**src/rtl/nvme_q_pkg.sv**
```systemverilog
// Shared definitions for the NVMe SQ fetch / CQ post AXI master.
// FSM encodings, queue entry sizes and completion entry field layout.
package nvme_q_pkg;

  localparam logic [1:0] RD_IDLE    = 2'd0;
  localparam logic [1:0] RD_AR      = 2'd1;
  localparam logic [1:0] RD_DATA    = 2'd2;
  localparam logic [1:0] RD_PRESENT = 2'd3;

  localparam logic [1:0] WR_IDLE = 2'd0;
  localparam logic [1:0] WR_AW   = 2'd1;
  localparam logic [1:0] WR_W    = 2'd2;
  localparam logic [1:0] WR_B    = 2'd3;

  localparam int unsigned SQE_BYTES = 64;
  localparam int unsigned CQE_BYTES = 16;

  localparam logic [1:0] AXI_RESP_OKAY = 2'b00;

  localparam int unsigned CQE_CID_LSB    = 0;
  localparam int unsigned CQE_PHASE_BIT  = 16;
  localparam int unsigned CQE_STATUS_LSB = 17;

  function automatic logic [31:0] cqe_dw3(
    input logic [14:0] status,
    input logic        ph,
    input logic [15:0] cid
  );
    logic [31:0] dw;
    dw = '0;
    dw[CQE_CID_LSB +: 16]    = cid;
    dw[CQE_PHASE_BIT]        = ph;
    dw[CQE_STATUS_LSB +: 15] = status;
    return dw;
  endfunction

endpackage

```
**src/rtl/nvme_q_ptr.sv**
```systemverilog
// Queue pointer pair: locally advanced pointer plus doorbell-written peer.
// Provides wrap, empty and full compares; out-of-range doorbells are dropped.
module nvme_q_ptr #(
  parameter logic [15:0] QDEPTH = 16'h0040
) (
  input  logic        clk_in,
  input  logic        resetb,
  input  logic        inc,
  input  logic        db_valid,
  input  logic [15:0] db,
  output logic [15:0] ptr,
  output logic [15:0] db_reg,
  output logic        empty,
  output logic        full,
  output logic        wrap,
  output logic        db_err
);

  logic [15:0] nxt;

  assign wrap   = (ptr == QDEPTH - 16'd1);
  assign nxt    = wrap ? 16'd0 : ptr + 16'd1;
  assign empty  = (ptr == db_reg);
  assign full   = (nxt == db_reg);
  assign db_err = db_valid && (db >= QDEPTH);

  always_ff @(posedge clk_in) begin
    if (!resetb) begin
      ptr    <= '0;
      db_reg <= '0;
    end else begin
      if (inc)
        ptr <= nxt;
      if (db_valid && !db_err)
        db_reg <= db;
    end
  end

endmodule

```
**src/rtl/nvme_sq_fetch_cq_post_axi.sv**
```systemverilog
// AXI4 master fetching 64-byte SQ entries and posting 16-byte CQ entries.
// Read and write paths are independent FSMs sharing only the error flag.
module nvme_sq_fetch_cq_post_axi
  import nvme_q_pkg::*;
#(
  parameter int          ADDR_WIDTH   = 32,
  parameter int          DATA_WIDTH   = 32,
  parameter int          UNIQUE_ID_SZ = 3,
  parameter logic [31:0] SQ_BASE      = 32'ha010_2000,
  parameter logic [31:0] CQ_BASE      = 32'ha010_3000,
  parameter logic [15:0] QDEPTH       = 16'h0040,
  parameter logic [15:0] SQID         = 16'h0001
) (
  input  logic                    clk_in,
  input  logic                    resetb,
  output logic                    m_arvalid,
  input  logic                    m_arready,
  output logic [ADDR_WIDTH-1:0]   m_araddr,
  output logic [7:0]              m_arlen,
  output logic [2:0]              m_arsize,
  output logic [UNIQUE_ID_SZ-1:0] m_arid,
  input  logic                    m_rvalid,
  output logic                    m_rready,
  input  logic [DATA_WIDTH-1:0]   m_rdata,
  input  logic                    m_rlast,
  input  logic [1:0]              m_rresp,
  input  logic [UNIQUE_ID_SZ-1:0] m_rid,
  output logic                    m_awvalid,
  input  logic                    m_awready,
  output logic [ADDR_WIDTH-1:0]   m_awaddr,
  output logic [7:0]              m_awlen,
  output logic [2:0]              m_awsize,
  output logic [UNIQUE_ID_SZ-1:0] m_awid,
  output logic                    m_wvalid,
  input  logic                    m_wready,
  output logic [DATA_WIDTH-1:0]   m_wdata,
  output logic [3:0]              m_wstrb,
  output logic                    m_wlast,
  input  logic                    m_bvalid,
  output logic                    m_bready,
  input  logic [1:0]              m_bresp,
  input  logic [UNIQUE_ID_SZ-1:0] m_bid,
  input  logic [15:0]             sq_tail_db,
  input  logic                    sq_tail_db_valid,
  input  logic [15:0]             cq_head_db,
  input  logic                    cq_head_db_valid,
  output logic                    cmd_valid,
  input  logic                    cmd_ready,
  output logic [511:0]            cmd_data,
  input  logic                    cpl_valid,
  output logic                    cpl_ready,
  input  logic [15:0]             cpl_cid,
  input  logic [14:0]             cpl_status,
  input  logic [31:0]             cpl_dw0,
  output logic [15:0]             sq_head,
  output logic [15:0]             cq_tail,
  output logic                    phase,
  output logic                    err
);

  logic [1:0]  rd_state;
  logic [3:0]  rd_beat;
  logic        rd_bad;
  logic [1:0]  wr_state;
  logic [1:0]  wr_beat;
  logic [31:0] lat_dw0;
  logic [15:0] lat_cid;
  logic [14:0] lat_status;
  logic [15:0] lat_sqh;

  logic        sq_empty;
  logic        sq_inc;
  logic        sq_db_err;
  logic        cq_full;
  logic        cq_inc;
  logic        cq_wrap;
  logic        cq_db_err;
  logic        rd_last;
  logic        rd_resp_bad;
  logic        rd_err;
  logic        b_err;
  logic        cpl_fire;

  logic [15:0] unused_sq_tail_reg;
  logic [15:0] unused_cq_head_reg;
  logic        unused_sq_full;
  logic        unused_sq_wrap;
  logic        unused_cq_empty;
  logic        unused_ids;

  assign unused_ids = ^{m_rid, m_bid};

  nvme_q_ptr #(.QDEPTH(QDEPTH)) u_sq (
    .clk_in   (clk_in),
    .resetb   (resetb),
    .inc      (sq_inc),
    .db_valid (sq_tail_db_valid),
    .db       (sq_tail_db),
    .ptr      (sq_head),
    .db_reg   (unused_sq_tail_reg),
    .empty    (sq_empty),
    .full     (unused_sq_full),
    .wrap     (unused_sq_wrap),
    .db_err   (sq_db_err)
  );

  nvme_q_ptr #(.QDEPTH(QDEPTH)) u_cq (
    .clk_in   (clk_in),
    .resetb   (resetb),
    .inc      (cq_inc),
    .db_valid (cq_head_db_valid),
    .db       (cq_head_db),
    .ptr      (cq_tail),
    .db_reg   (unused_cq_head_reg),
    .empty    (unused_cq_empty),
    .full     (cq_full),
    .wrap     (cq_wrap),
    .db_err   (cq_db_err)
  );

  assign m_arid   = '0;
  assign m_awid   = '0;
  assign m_arsize = 3'd2;
  assign m_awsize = 3'd2;
  assign m_wstrb  = 4'hF;
  assign m_arlen  = 8'd15;
  assign m_awlen  = 8'd3;

  assign m_araddr = ADDR_WIDTH'(SQ_BASE)
                  + ADDR_WIDTH'(32'(sq_head) * SQE_BYTES);
  assign m_awaddr = ADDR_WIDTH'(CQ_BASE)
                  + ADDR_WIDTH'(32'(cq_tail) * CQE_BYTES);

  assign m_arvalid = (rd_state == RD_AR);
  assign m_rready  = (rd_state == RD_DATA);
  assign cmd_valid = (rd_state == RD_PRESENT);

  assign rd_last     = (rd_beat == 4'hF);
  assign rd_resp_bad = (m_rresp != AXI_RESP_OKAY);
  assign rd_err      = m_rready && m_rvalid
                     && (rd_resp_bad || (m_rlast != rd_last));

  // A bad entry retires at its last beat instead of being presented.
  assign sq_inc = (cmd_valid && cmd_ready)
                || (m_rready && m_rvalid && rd_last
                    && (rd_bad || rd_resp_bad));

  always_ff @(posedge clk_in) begin
    if (!resetb) begin
      rd_state <= RD_IDLE;
      rd_beat  <= '0;
      rd_bad   <= 1'b0;
      cmd_data <= '0;
    end else begin
      unique case (rd_state)
        RD_IDLE:
          if (!sq_empty)
            rd_state <= RD_AR;
        RD_AR:
          if (m_arready) begin
            rd_state <= RD_DATA;
            rd_beat  <= '0;
            rd_bad   <= 1'b0;
          end
        RD_DATA:
          if (m_rvalid) begin
            cmd_data[32*rd_beat +: 32] <= m_rdata;
            rd_beat <= rd_beat + 4'd1;
            if (rd_resp_bad)
              rd_bad <= 1'b1;
            if (rd_last)
              rd_state <= (rd_bad || rd_resp_bad) ? RD_IDLE : RD_PRESENT;
          end
        RD_PRESENT:
          if (cmd_ready)
            rd_state <= RD_IDLE;
        default:
          rd_state <= RD_IDLE;
      endcase
    end
  end

  assign cpl_ready = (wr_state == WR_IDLE) && cpl_valid && !cq_full;
  assign cpl_fire  = cpl_ready;
  assign m_awvalid = (wr_state == WR_AW);
  assign m_wvalid  = (wr_state == WR_W);
  assign m_wlast   = (wr_state == WR_W) && (wr_beat == 2'd3);
  assign m_bready  = (wr_state == WR_B);
  assign b_err     = m_bready && m_bvalid && (m_bresp != AXI_RESP_OKAY);
  assign cq_inc    = m_bready && m_bvalid;

  always_comb begin
    m_wdata = '0;
    unique case (wr_beat)
      2'd0: m_wdata = lat_dw0;
      2'd1: m_wdata = '0;
      2'd2: m_wdata = {SQID, lat_sqh};
      2'd3: m_wdata = cqe_dw3(lat_status, phase, lat_cid);
      default: m_wdata = '0;
    endcase
  end

  always_ff @(posedge clk_in) begin
    if (!resetb) begin
      wr_state   <= WR_IDLE;
      wr_beat    <= '0;
      lat_dw0    <= '0;
      lat_cid    <= '0;
      lat_status <= '0;
      lat_sqh    <= '0;
    end else begin
      unique case (wr_state)
        WR_IDLE:
          if (cpl_fire) begin
            wr_state   <= WR_AW;
            lat_dw0    <= cpl_dw0;
            lat_cid    <= cpl_cid;
            lat_status <= cpl_status;
            lat_sqh    <= sq_head;
          end
        WR_AW:
          if (m_awready) begin
            wr_state <= WR_W;
            wr_beat  <= '0;
          end
        WR_W:
          if (m_wready) begin
            wr_beat <= wr_beat + 2'd1;
            if (wr_beat == 2'd3)
              wr_state <= WR_B;
          end
        WR_B:
          if (m_bvalid)
            wr_state <= WR_IDLE;
        default:
          wr_state <= WR_IDLE;
      endcase
    end
  end

  always_ff @(posedge clk_in) begin
    if (!resetb) begin
      phase <= 1'b1;
      err   <= 1'b0;
    end else begin
      if (cq_inc && cq_wrap)
        phase <= ~phase;
      if (sq_db_err || cq_db_err || rd_err || b_err)
        err <= 1'b1;
    end
  end

endmodule
```
**config.mk**
```make
export PLATFORM = sky130hd
export DESIGN_NAME = nvme_sq_fetch_cq_post_axi
export DESIGN_NICKNAME = d
export VERILOG_FILES = /design/src/rtl/nvme_q_pkg.sv /design/src/rtl/nvme_q_ptr.sv /design/src/rtl/nvme_sq_fetch_cq_post_axi.sv
export SDC_FILE = /design/constraint.sdc
export NUM_CORES = 1
export LEC_CHECK = 0
export BUFFER_PORTS_ARGS = -buffer_cell sky130_fd_sc_hd__buf_2
export CAP_MARGIN = 15
export CORE_ASPECT_RATIO = 0.7
export CORE_MARGIN = 5
export CORE_UTILIZATION = 30
export DETAILED_ROUTE_END_ITERATION = 12
export PLACE_DENSITY_LB_ADDON = 0.3
export SLEW_MARGIN = 5
export SYNTH_ARGS = -nofsm -noshare
export SYNTH_HDL_FRONTEND = slang
export SYNTH_SLANG_ARGS = --single-unit
export TNS_END_PERCENT = 30
```
**constraint.sdc**
```tcl
create_clock -name clk_in -period 4.92 [get_ports clk_in]
set_clock_uncertainty 0.15 [all_clocks]
set_input_delay 0.984 -clock clk_in [delete_from_list [all_inputs] [get_ports clk_in]]
set_output_delay 0.984 -clock clk_in [all_outputs]
set_load 0.01 [all_outputs]
```
==> run summary, run 1 <==
The flow ran to the end, and the final reports show no timing, DRC or antenna violations. The async set-or-reset flop fraction in the synthesized netlist was 0. The synthesis-to-layout area growth was 23.6%; the initial core utilization was 0.302. The reported max-cap violation count came out at 0. For this run, the slowest stage of the critical path takes 0.64 ns. The internal power component was 9110 µW. The run gives 0.0140 µW as the leakage component of the power. The fraction of the mapped netlist area in compound gates is 0.176, and the setup-violating endpoint count in the final report is 0.

For the number of buffers added by the clock tree synthesis step, the log shows 73. The logs give 0 for the total congestion overflow and 0.457 for the share of total power in the clock network. The pin count of the biggest net entering global routing was 159; the area share of the leading cell type in the synthesized netlist was 0.472.

Kind of cell with the highest combined delay on the critical path: compound AO/OA/AOI/OAI gates. 0 antenna diodes ended up in the layout. The adder-cell share of the synthesized area is 0.00750.

In this run, distinct cell masters in the synthesized netlist total 59. Counting flops with a built-in enable in the synthesized netlist gives 0. The dominant cell type by area after synthesis was sky130_fd_sc_hd__dfxtp_1. For this design the top-level I/O count stands at 831. The tree is rooted in a sky130_fd_sc_hd__clkbuf_16.

The antenna violation net count after detailed routing is 0. The initial DRC count is 2189. The cell count after synthesis came out at 3470. The buffering stage count on the worst path with inverters included was 1. Dividing total power by cell area gives a power density of 352 nW/µm². The final-layout worst hold slack is 0.299 ns.

The synthesized netlist occupies a cell area of 28400 µm². The arrival time reported for the critical path endpoint came out at 3.52 ns. The worst register-to-register path ends at lat_sqh[3]. The combinational power share is 0.089, and the number of hold-slack violations in the final timing report is 0. The DRC violations left was 0; the mean instance size in the synthesized netlist was 8.17 µm². The core outline area was 93900 µm²; the number of detailed-routing iterations run before antenna repair was 6. The number of flip-flops under the largest register name was 512; the final RePlAce weighted congestion was 0.847. The signal on the critical path passes through nand4_2 > or2_1 > o41a_1 > a2111o_1 > a2111oi_4 > a31oi_4 > buf_2. Ratio of final minimum period to clock period: 0.945. The multiplexer fraction of the synthesized cell area is 0.00635, and the final layout net count is 4152. Row generation in the floorplan step produced 94 rows. The largest register by flop count was cmd_data.

For this run, the top clock speed supported by timing is 0.215 GHz. In the final routed layout, each cell accounts on average for 23.2 µm. The standard cell with the maximum stage delay on the critical path is sky130_fd_sc_hd__dfxtp_1.

After clock tree synthesis, the clock-pin slew on the worst setup and hold paths is 0.06 ns. CTS saw 668 sinks. The share of cells above drive strength 1 works out to 0.242. The run gives 0 as the post-CTS repair timing setup buffer count. The most used flip-flop cell after synthesis is sky130_fd_sc_hd__dfxtp_1. At the pin with the least slew margin, the transition time is 1.11 ns.

The worst setup path is launched from a flop. The number of slew-limit violations in the final report was 0. By area, the combinational part of the netlist is dominated by simple AND/OR/NAND/NOR gates.

The path class of the tightest hold or removal check is reg2reg. In the final layout, the registers with the most flip-flops are cmd_data (512), lat_dw0 (32). In the post-synthesis netlist, the cell with the most instances is sky130_fd_sc_hd__nand2_1. Input and output buffers added on the ports amount to 763. For the part of the power in registers, the log shows 0.454. For the final HPWL from detailed placement, the log shows 82500 µm. The switching fraction of total power is 0.261. During synthesis, Yosys emitted a total of 0 warnings. The number of cells on the worst hold path was 2. Wires add up to 122000 µm. Headroom to the max-slew limit: 0.258.

The die covers 101000 µm². For the all-layer global routing usage, the log shows 0.231. The tools report the endpoint kind of the worst setup timing path as an output port. The share of synthesized cell area in and, or, nand and nor gates is 0.244. In this run the number of cells on the critical path is 7.

The via count of the first global-routing pass was 25300. For flop-to-flop paths, the worst setup slack is 1.20 ns. Dividing the detail-routed via count by the number of cells gives 5.07.

The shortest period the worst path allows works out to 4.65 ns. The critical path is of the reg2out type. The post-synthesis sequential element count is 668, and the depth of the worst register-to-register path is 9. The first-pass GRT wire length was 175000 µm. The clock reaches the later pin of the worst-skew pair after 0.65 ns.

The height of the die is 267 µm. The required time reported for the critical path endpoint was 3.79 ns. The die is 377 µm wide. The biggest fanout along the worst timing path is 15. The tools report the initial antenna violation count as 4. For this block, the via count after detailed routing is 26800. Following the worst setup path forward leads to its endpoint at cpl_ready. TritonCTS built the clock tree. The most critical setup path has its startpoint at u_cq.ptr[2]. Setup repair after global routing left no endpoint under its margin.

Sequential share of the synthesized area: 0.472. The startpoint identified for the worst register-to-register timing path is u_cq.ptr[2]. The net switching power is 3230 µW.

Yosys attributes the largest share of cell area to sky130_fd_sc_hd__dfxtp_1 (47%), sky130_fd_sc_hd__a21boi_0 (14%), sky130_fd_sc_hd__nand3_1 (10%). The worst-case IR drop observed on VDD is 0.248 mV. Xor and xnor fraction of the mapped netlist area: 0.0222. After synthesis, the most frequently instantiated cells are sky130_fd_sc_hd__nand2_1 (728), sky130_fd_sc_hd__dfxtp_1 (668), sky130_fd_sc_hd__nand3_1 (584). The clock tree synthesis step divided the H-tree into 3 levels.

After routing, the total negative slack on setup checks comes to 0 ns. The maximum clock path buffer count was 3.
==> logic make-up (layout without fill, tap and decap cells) <==
kind of cell,after synthesis,count (layout)
AND/OR/NAND/NOR,1535,1535
AO/OA/AOI/OAI,710,710
flip-flops,668,668
buffers and inverters,448,959
XOR/XNOR,72,72
multiplexers,18,18
adder cells (fa/ha/maj),17,17
other,2,61
==> layer usage <==
metal | track usage | vias up | wire [µm]
met2 | 0.357 | 1021 | 54100
li1 | - | 12600 | -
met1 | 0.315 | 12900 | 53900
met4 | 0.0909 | 0 | 5120
met5 | 0 | - | 0
met3 | 0.0545 | 219 | 9320
==> how the worst min path moves through the flow <==
stage	from	to
2_1_floorplan	lat_sqh[0]	lat_sqh[0]
3_3_place_gp	lat_dw0[16]	lat_dw0[16]
3_5_place_dp	lat_sqh[5]	lat_sqh[5]
4_1_cts	lat_sqh[5]	lat_sqh[5]
5_1_grt	lat_dw0[30]	lat_dw0[30]
6_report	lat_sqh[0]	lat_sqh[0]
==> power groups by stage <==
| stage | sequential [µW] | clock, µW | combinational [µW] |
|---|---|---|---|
| 4_1_cts | 5600 | 5770 | 1100 |
| 2_1_floorplan | 5710 | 0 | 735 |
| 3_3_place_gp | 5720 | 0 | 1090 |
| 5_1_grt | 5620 | 6000 | 1190 |
| 6_report | 5600 | 5640 | 1090 |
| 3_5_place_dp | 5720 | 0 | 1100 |
==> repair_timing <==
item                       4_1_cts  5_1_grt
gates resized for setup          2        3
setup endpoints to repair        1        1
hold buffers                     0        0
==> worst register-to-register path: stages, from the launching register on <==
cell	delay, ns
sky130_fd_sc_hd__dfxtp_1	0.64
sky130_fd_sc_hd__nand4_2	0.35
sky130_fd_sc_hd__or2_1	0.34
sky130_fd_sc_hd__o41a_1	0.41
sky130_fd_sc_hd__a2111o_1	0.42
sky130_fd_sc_hd__a2111oi_4	0.33
sky130_fd_sc_hd__a31oi_4	0.18
sky130_fd_sc_hd__buf_12	0.25
sky130_fd_sc_hd__nand3_1	0.39
sky130_fd_sc_hd__o21ai_0	0.10
==> per-stage QoR <==
step / util / total power [µW] / setup slack (ns) / std cells / instance area [µm²]
detailed placement: 0.347 / 6820 / 0.599 / 5159 / 32600
global placement: 0.347 / 6810 / 0.647 / 5159 / 32600
finish: 0.374 / 12300 / 0.269 / 5288 / 35100
floorplan: - / 6450 / 0.826 / 3529 / 28600
CTS: 0.373 / 12500 / 0.0755 / 5288 / 35000
global route: 0.374 / 12800 / 0.00539 / 5288 / 35100
==> cell usage in the layout (no fill, tap or decap), drive strengths merged, types with 18 or more instances in the layout <==
| cell | instances |
|---|---|
| a21boi | 521 |
| and2 | 20 |
| and3 | 28 |
| buf | 807 |
| clkbuf | 107 |
| conb | 61 |
| dfxtp | 668 |
| inv | 29 |
| mux2i | 18 |
| nand2 | 728 |
| nand3 | 584 |
| nand4 | 18 |
| nor2 | 66 |
| nor2b | 21 |
| nor3 | 23 |
| nor4 | 18 |
| o21ai | 132 |
| xnor2 | 35 |
| xor2 | 37 |
==> final cells by class <==
class | count | area (µm²)
Sequential cell | 668 | 13400
Clock buffer | 107 | 2150
Clock inverter | 22 | 273
Fill cell | 9731 | 58800
Timing Repair Buffer | 807 | 4230
Tap cell | 1248 | 1560
Inverter | 23 | 86.3
Multi-Input combinational cell | 2413 | 13400
Power figures use the tool's default switching activity.
==> run 2, diff against run 1 <==
Settings changed: BUFFER_PORTS_ARGS -buffer_cell sky130_fd_sc_hd__buf_2 to -buffer_cell sky130_fd_sc_hd__buf_4.
==> run summary, run 2 (synthesized netlist as in run 1, its figures left out) <==
The placed instances occupy a cell area of 34500 µm². Slew at the pin closest to its max-slew limit: 1.05 ns. Leaving out filler cells and counting taps, the final layout contains 5292.

The final instance area was 37100 µm²; the clock input transition at the sequential cells of the worst setup and hold paths was 0.06 ns. The worst vdd rail ir drop is 0.228 mV. In this run the most critical hold path is launched from lat_dw0[25]. In the layout the commonest cells are sky130_fd_sc_hd__buf_4 (800), sky130_fd_sc_hd__nand2_1 (717), sky130_fd_sc_hd__dfxtp_1 (666).

The register with the most flip-flops in the layout has 512 of them. Derived from the worst setup path, the maximum achievable clock frequency is 0.213 GHz. Counting every sink on the clock net gives 668. Final RePlAce weighted congestion: 0.875.

The share of cells above drive strength 1 is 0.244. Path type of the worst min-delay path: reg2reg. The H-tree was split into 3 levels. The tools report the post-CTS repair timing setup buffer count as 0.

For the worst-skew pair later-pin latency, the log shows 0.67 ns. The die is 267 µm tall. The shortest period the worst path allows is 4.69 ns, and the initial antenna violation count is 6.

The analysis attributes to cell leakage a power of 0.0141 µW. For the required time reported for the critical path endpoint, the log shows 3.79 ns. Type of element launching the critical path: a flop.

The initial DRC count came out at 2290. The final-layout worst hold slack was 0.298 ns; the core outline area was 93900 µm². Initial core utilization: 0.302.

Setup violations remaining at the end of the flow were counted as 0. Counting tap cells, the placed design contains a total of 5158 instances. Ranked by flip-flop count, first place goes to cmd_data. Ratio of final minimum period to clock period: 0.954.

The tools report the root buffer cell as sky130_fd_sc_hd__clkbuf_16. In the routed design, unresolved DRC markers number 0. The arrival time reported for the critical path endpoint was 3.56 ns; the maximum clock path buffer count was 3. The most critical setup path has its startpoint at u_cq.ptr[0]. The final layout net count was 4151; the count of port buffers added during placement was 763. The flow ran to the end, and the final reports show no timing, DRC or antenna violations.

The all-layer global routing usage was 0.233. Setup repair after global routing left no endpoint under its margin. The total power per unit cell area came out at 342 nW/µm².

After floorplanning, the core was divided into 94 placement rows. The tools report the number of detailed-routing iterations run before antenna repair as 5. The critical path in this run is classified as reg2out. TritonCTS built the clock tree.

The startpoint identified for the worst register-to-register timing path is u_cq.ptr[0]. The first global-routing pass estimated 176000 µm of wire. The multi-input combinational cells in the finished layout cover a total of 13400 µm². The number of slew-limit violations in the final report is 0. STA classifies the critical path endpoint as an output port.

In the final routed layout, each cell accounts on average for 23.4 µm. The flip-flop and latch area was 13400 µm². After detailed routing, the number of vias per cell comes to 5.09. The number of buffers added by the clock tree synthesis step was 73. The count of boundary I/O pins is 831, and the number of hold-slack violations in the final timing report is 0.

The detail route stage leaves a number of antenna-violating nets equal to 0. Total number of vias: 26900. The library cell used most frequently in the layout, excluding fill and tap cells, is sky130_fd_sc_hd__buf_4. The routed design has 124000 µm of wire. The total congestion overflow was 0.

The largest registers in the layout are cmd_data (512), lat_dw0 (32). Detailed placement finished with a half-perimeter wire length of 84000 µm. The floorplan step defined a die boundary enclosing 101000 µm². The setup total negative slack was 0 ns; the pin count of the biggest net entering global routing was 178. The layout has 9570 filler cells. The via count of the first global-routing pass came out at 25000.

The die is 377 µm wide. The biggest fanout along the worst timing path was 12. The headroom to the max-slew limit is 0.301, and the total design power is 12700 µW. The synthesis-to-layout area growth works out to 30.7%.

The tool flagged a number of max-cap violations equal to 0.
run 2: changes by cell type in the layout (fill, tap and decap cells not counted), moves of 3 or more:
cell	change
sky130_fd_sc_hd__buf_4	+762
sky130_fd_sc_hd__bufinv_16	+5
sky130_fd_sc_hd__clkinv_2	+6
sky130_fd_sc_hd__clkbuf_8	-5
sky130_fd_sc_hd__buf_2	-762
sky130_fd_sc_hd__clkinvlp_4	+3
sky130_fd_sc_hd__clkbuf_1	-4
run 2: final timing paths:
kind	slack [ns]	cells after the start	endpoint
worst min register to register	0.30	2	lat_dw0[25]
worst min-delay path	0.30	2	lat_dw0[25]
worst max register to register	1.26	10	lat_cid[8]
worst max-delay path	0.23	8	cpl_ready
run 2: worst max-delay path, stage by stage, from the launching register on:
cell                        delay [ns]
sky130_fd_sc_hd__dfxtp_2          0.45
sky130_fd_sc_hd__ha_2             0.31
sky130_fd_sc_hd__nand4_2          0.27
sky130_fd_sc_hd__or2_1            0.34
sky130_fd_sc_hd__o41a_1           0.41
sky130_fd_sc_hd__a2111o_1         0.42
sky130_fd_sc_hd__a2111oi_4        0.34
sky130_fd_sc_hd__a31oi_4          0.17
sky130_fd_sc_hd__buf_4            0.20
run 2: per-layer routing:
metal,GRT usage,up-vias,wire length (µm)
li1,-,12600,-
met1,0.317,13100,54700
met2,0.369,999,56500
met3,0.0560,179,9180
met4,0.0651,0,3610
met5,0,-,0
run 2: layout make-up:
class	instances	share of cell area
Multi-Input combinational cell	2413	0.361
Sequential cell	668	0.361
Timing Repair Buffer	806	0.165
Clock buffer	96	0.0543
Tap cell	1248	0.0421
Clock inverter	36	0.0141
Inverter	23	0.00233
Antenna cell	2	0.000135
run 2: report_power, final:
group	switching [µW]	total, µW	internal [µW]
logic	783	1180	397
registers	74.3	5610	5530
clock network	2480	5880	3400
total	3340	12700	9330
run 2: stage by stage:
stage / util / worst slack, ns
after floorplan: - / 0.826
after CTS: 0.395 / 0.00349
after global placement: 0.368 / 0.641
after global routing: 0.395 / 0.0122
final: 0.395 / 0.228
after detailed placement: 0.368 / 0.595
run 2: timing repair:
| action | CTS | global route |
|---|---|---|
| setup endpoints to repair | 1 | 1 |
| hold buffers | 0 | 0 |
| pin swaps | 0 | 0 |
| resized for setup | 1 | 4 |
==> run 3, diff against run 2 <==
Clock period 4.92 ns to 5.5 ns, I/O delays scaled along.
==> run summary, run 3 (synthesized netlist as in run 1, its figures left out) <==
The congestion estimate from routability-driven global placement came to 0.830. The worst vdd rail ir drop came out at 0.220 mV. The number of hold buffers added after CTS was 0. For this run, the top clock speed supported by timing is 0.192 GHz. The tools report the number of slew-limit violations in the final report as 0. TritonCTS built the clock tree. The flow ran to the end, and the final reports show no timing, DRC or antenna violations. The level count of the clock H-tree was 3. Leakage component of the power: 0.0140 µW. The required time reported for the critical path endpoint was 4.25 ns. The standard cell with the maximum stage delay on the critical path is sky130_fd_sc_hd__dfxtp_1.

The final HPWL from detailed placement was 83400 µm; the count of port buffers added during placement was 763. The setup total negative slack is 0 ns, and the register-to-register path setup slack is 0.91 ns. The total power per unit cell area works out to 303 nW/µm². The tools report the startpoint of the tightest hold check path as lat_dw0[2].

The die covers 101000 µm². The all-layer global routing usage was 0.233; the quantity of gates resized following cts was 0. The first routing iteration left 2276 violations. The signal on the critical path passes through ha_1 > nand4_2 > or2_1 > o41a_1 > a2111o_1 > a2111oi_2 > a31oi_4 > buf_4. The largest registers in the layout are cmd_data (512), lat_dw0 (32).

The initial core utilization was 0.302; the slew at the pin closest to its max-slew limit was 1.14 ns. The count of boundary I/O pins is 831, and the height of the die is 267 µm. The biggest fanout along the worst timing path works out to 12. Clock-pin slew was measured on the worst setup and hold paths at 0.06 ns. The detailed-route wire length is 124000 µm, and the worst-skew pair later-pin latency is 0.66 ns. By startpoint and endpoint, the worst setup path is classified as reg2out. The number of hold-slack violations in the final timing report was 0; the post-layout utilization of the core was 0.394. The delay contributed by the slowest stage of the critical path was 0.56 ns. The register with the most flip-flops in the layout has 512 of them. The logs give 94 for the count of standard-cell rows and 0 for the reported max-cap violation count. Endpoint of the lowest-slack register-to-register path: lat_cid[13].

The path type of the worst min-delay path was reg2reg. The tools report the headroom to the max-slew limit as 0.239. The buffering stage count on the worst path with inverters included is 1. The floorplan step set the die width to 377 µm. The top cell types in the final layout, fill and taps aside, are sky130_fd_sc_hd__buf_4 (791), sky130_fd_sc_hd__nand2_1 (718), sky130_fd_sc_hd__dfxtp_1 (668). The ratio of final minimum period to clock period came out at 0.946.

The register with the most flip-flops in the final layout is cmd_data. The antenna violation net count after detailed routing is 0, and the DRC violations left is 0. The total overflow left after global routing is 0. Leading cell type in the layout, fill and taps excluded: sky130_fd_sc_hd__buf_4. The maximum clock path buffer count is 3.

Entering global routing, the biggest net connects 132 pins. Arrival time reported for the critical path endpoint: 3.95 ns. Clock tree synthesis selected as its root buffer the cell sky130_fd_sc_hd__clkbuf_16. Post-CTS timing repair inserted 0 buffers for setup. For the finished layout, the period the worst path requires is 5.20 ns.

Buffers inserted during clock tree synthesis total 73. The core outline area is 93900 µm². The share of cells above drive strength 1 was 0.240. The kind of cell with the highest combined delay along the critical path is compound AO/OA/AOI/OAI gates. Detailed routing inserted a total of 26800 vias.

The tools report the reg-to-reg critical path startpoint as u_cq.ptr[0]. Setup repair after global routing left no endpoint under its margin. The logs give 175000 µm for the first-pass GRT wire length and 4142 for the final layout net count. The tools report the number of detailed-routing iterations run before antenna repair as 5. For the initial antenna violation count, the log shows 5. Relative to the synthesized area, the layout overhead comes to 30.3%.

The routed wirelength normalized by instance count was 23.5 µm. For the via count of the first global-routing pass, the log shows 25100. Setup violations remaining at the end of the flow were counted as 0. The number of vias per cell is 5.07, and the count of clock tree sinks is 668.

Endpoint kind of the worst setup timing path: an output port. The filler cell count came out at 9637. The sink of the worst hold path was lat_dw0[2]. The number of cells on the worst hold path came out at 2. STA classifies the critical path startpoint as a flop. The worst register-to-register path has a depth of 11.
[run 3: how the worst max path moves through the flow]
stage | startpoint | end | slack, ns | cells after the start
final | u_cq.ptr[0] | cpl_ready | 0.30 | 8
after global routing | u_cq.ptr[0] | cpl_ready | 0.10 | 8
after CTS | u_cq.ptr[0] | cpl_ready | 0.33 | 8
after detailed placement | u_cq.ptr[0] | lat_sqh[7] | 1.03 | 10
after global placement | u_cq.ptr[0] | cpl_ready | 1.12 | 8
after floorplan | u_cq.ptr[1] | cpl_ready | 1.29 | 11
[run 3: cell type report]
cell class / instances / area (µm²) / area share
Inverter: 23 / 86.3 / 0.00234
Clock inverter: 28 / 448 / 0.0121
Multi-Input combinational cell: 2413 / 13400 / 0.362
Timing Repair Buffer: 797 / 6060 / 0.164
Clock buffer: 98 / 2020 / 0.0547
Antenna cell: 4 / 10.0 / 0.000271
Sequential cell: 668 / 13400 / 0.362
Tap cell: 1248 / 1560 / 0.0423
[run 3: power breakdown]
part / total (µW) / leakage [µW] / internal (µW) / switching, µW
Combinational: 1040 / 0.00741 / 347 / 698
Sequential: 5020 / 0.00539 / 4950 / 66.8
Clock: 5150 / 0.00120 / 2980 / 2170
Total: 11200 / 0.0140 / 8280 / 2940
[run 3: metrics by stage]
| step | hold WS [ns] | cell area [µm²] | total power [µW] | std cells | setup WS [ns] |
|---|---|---|---|---|---|
| 3_5_place_dp | 0.290 | 34400 | 6160 | 5148 | 1.03 |
| 6_report | 0.297 | 36900 | 11200 | 5279 | 0.296 |
| 2_1_floorplan | 0.278 | 28600 | 5770 | 3529 | 1.29 |
| 4_1_cts | 0.300 | 36900 | 11300 | 5274 | 0.327 |
| 5_1_grt | 0.310 | 36900 | 11600 | 5277 | 0.105 |
| 3_3_place_gp | 0.286 | 34400 | 6160 | 5148 | 1.12 |
[run 3: worst reg2reg max path: stages (launching register included)]
cell and delay (ns):
sky130_fd_sc_hd__dfxtp_1 0.56, sky130_fd_sc_hd__ha_1 0.42, sky130_fd_sc_hd__nand4_2 0.31, sky130_fd_sc_hd__or2_1 0.34
sky130_fd_sc_hd__o41a_1 0.40, sky130_fd_sc_hd__a2111o_1 0.41, sky130_fd_sc_hd__a2111oi_2 0.50, sky130_fd_sc_hd__a31oi_4 0.19
sky130_fd_sc_hd__buf_4 0.35, sky130_fd_sc_hd__buf_4 0.45, sky130_fd_sc_hd__nand3_1 0.27, sky130_fd_sc_hd__o21ai_0 0.11
[run 3: routing by layer]
metal,wire length (µm),global-route usage,vias to the layer above,part of all wire
li1,-,-,12600,-
met1,54000,0.310,13000,0.43
met2,54600,0.354,999,0.44
met3,9930,0.0665,226,0.080
met4,5660,0.100,0,0.046
met5,0,0,-,0
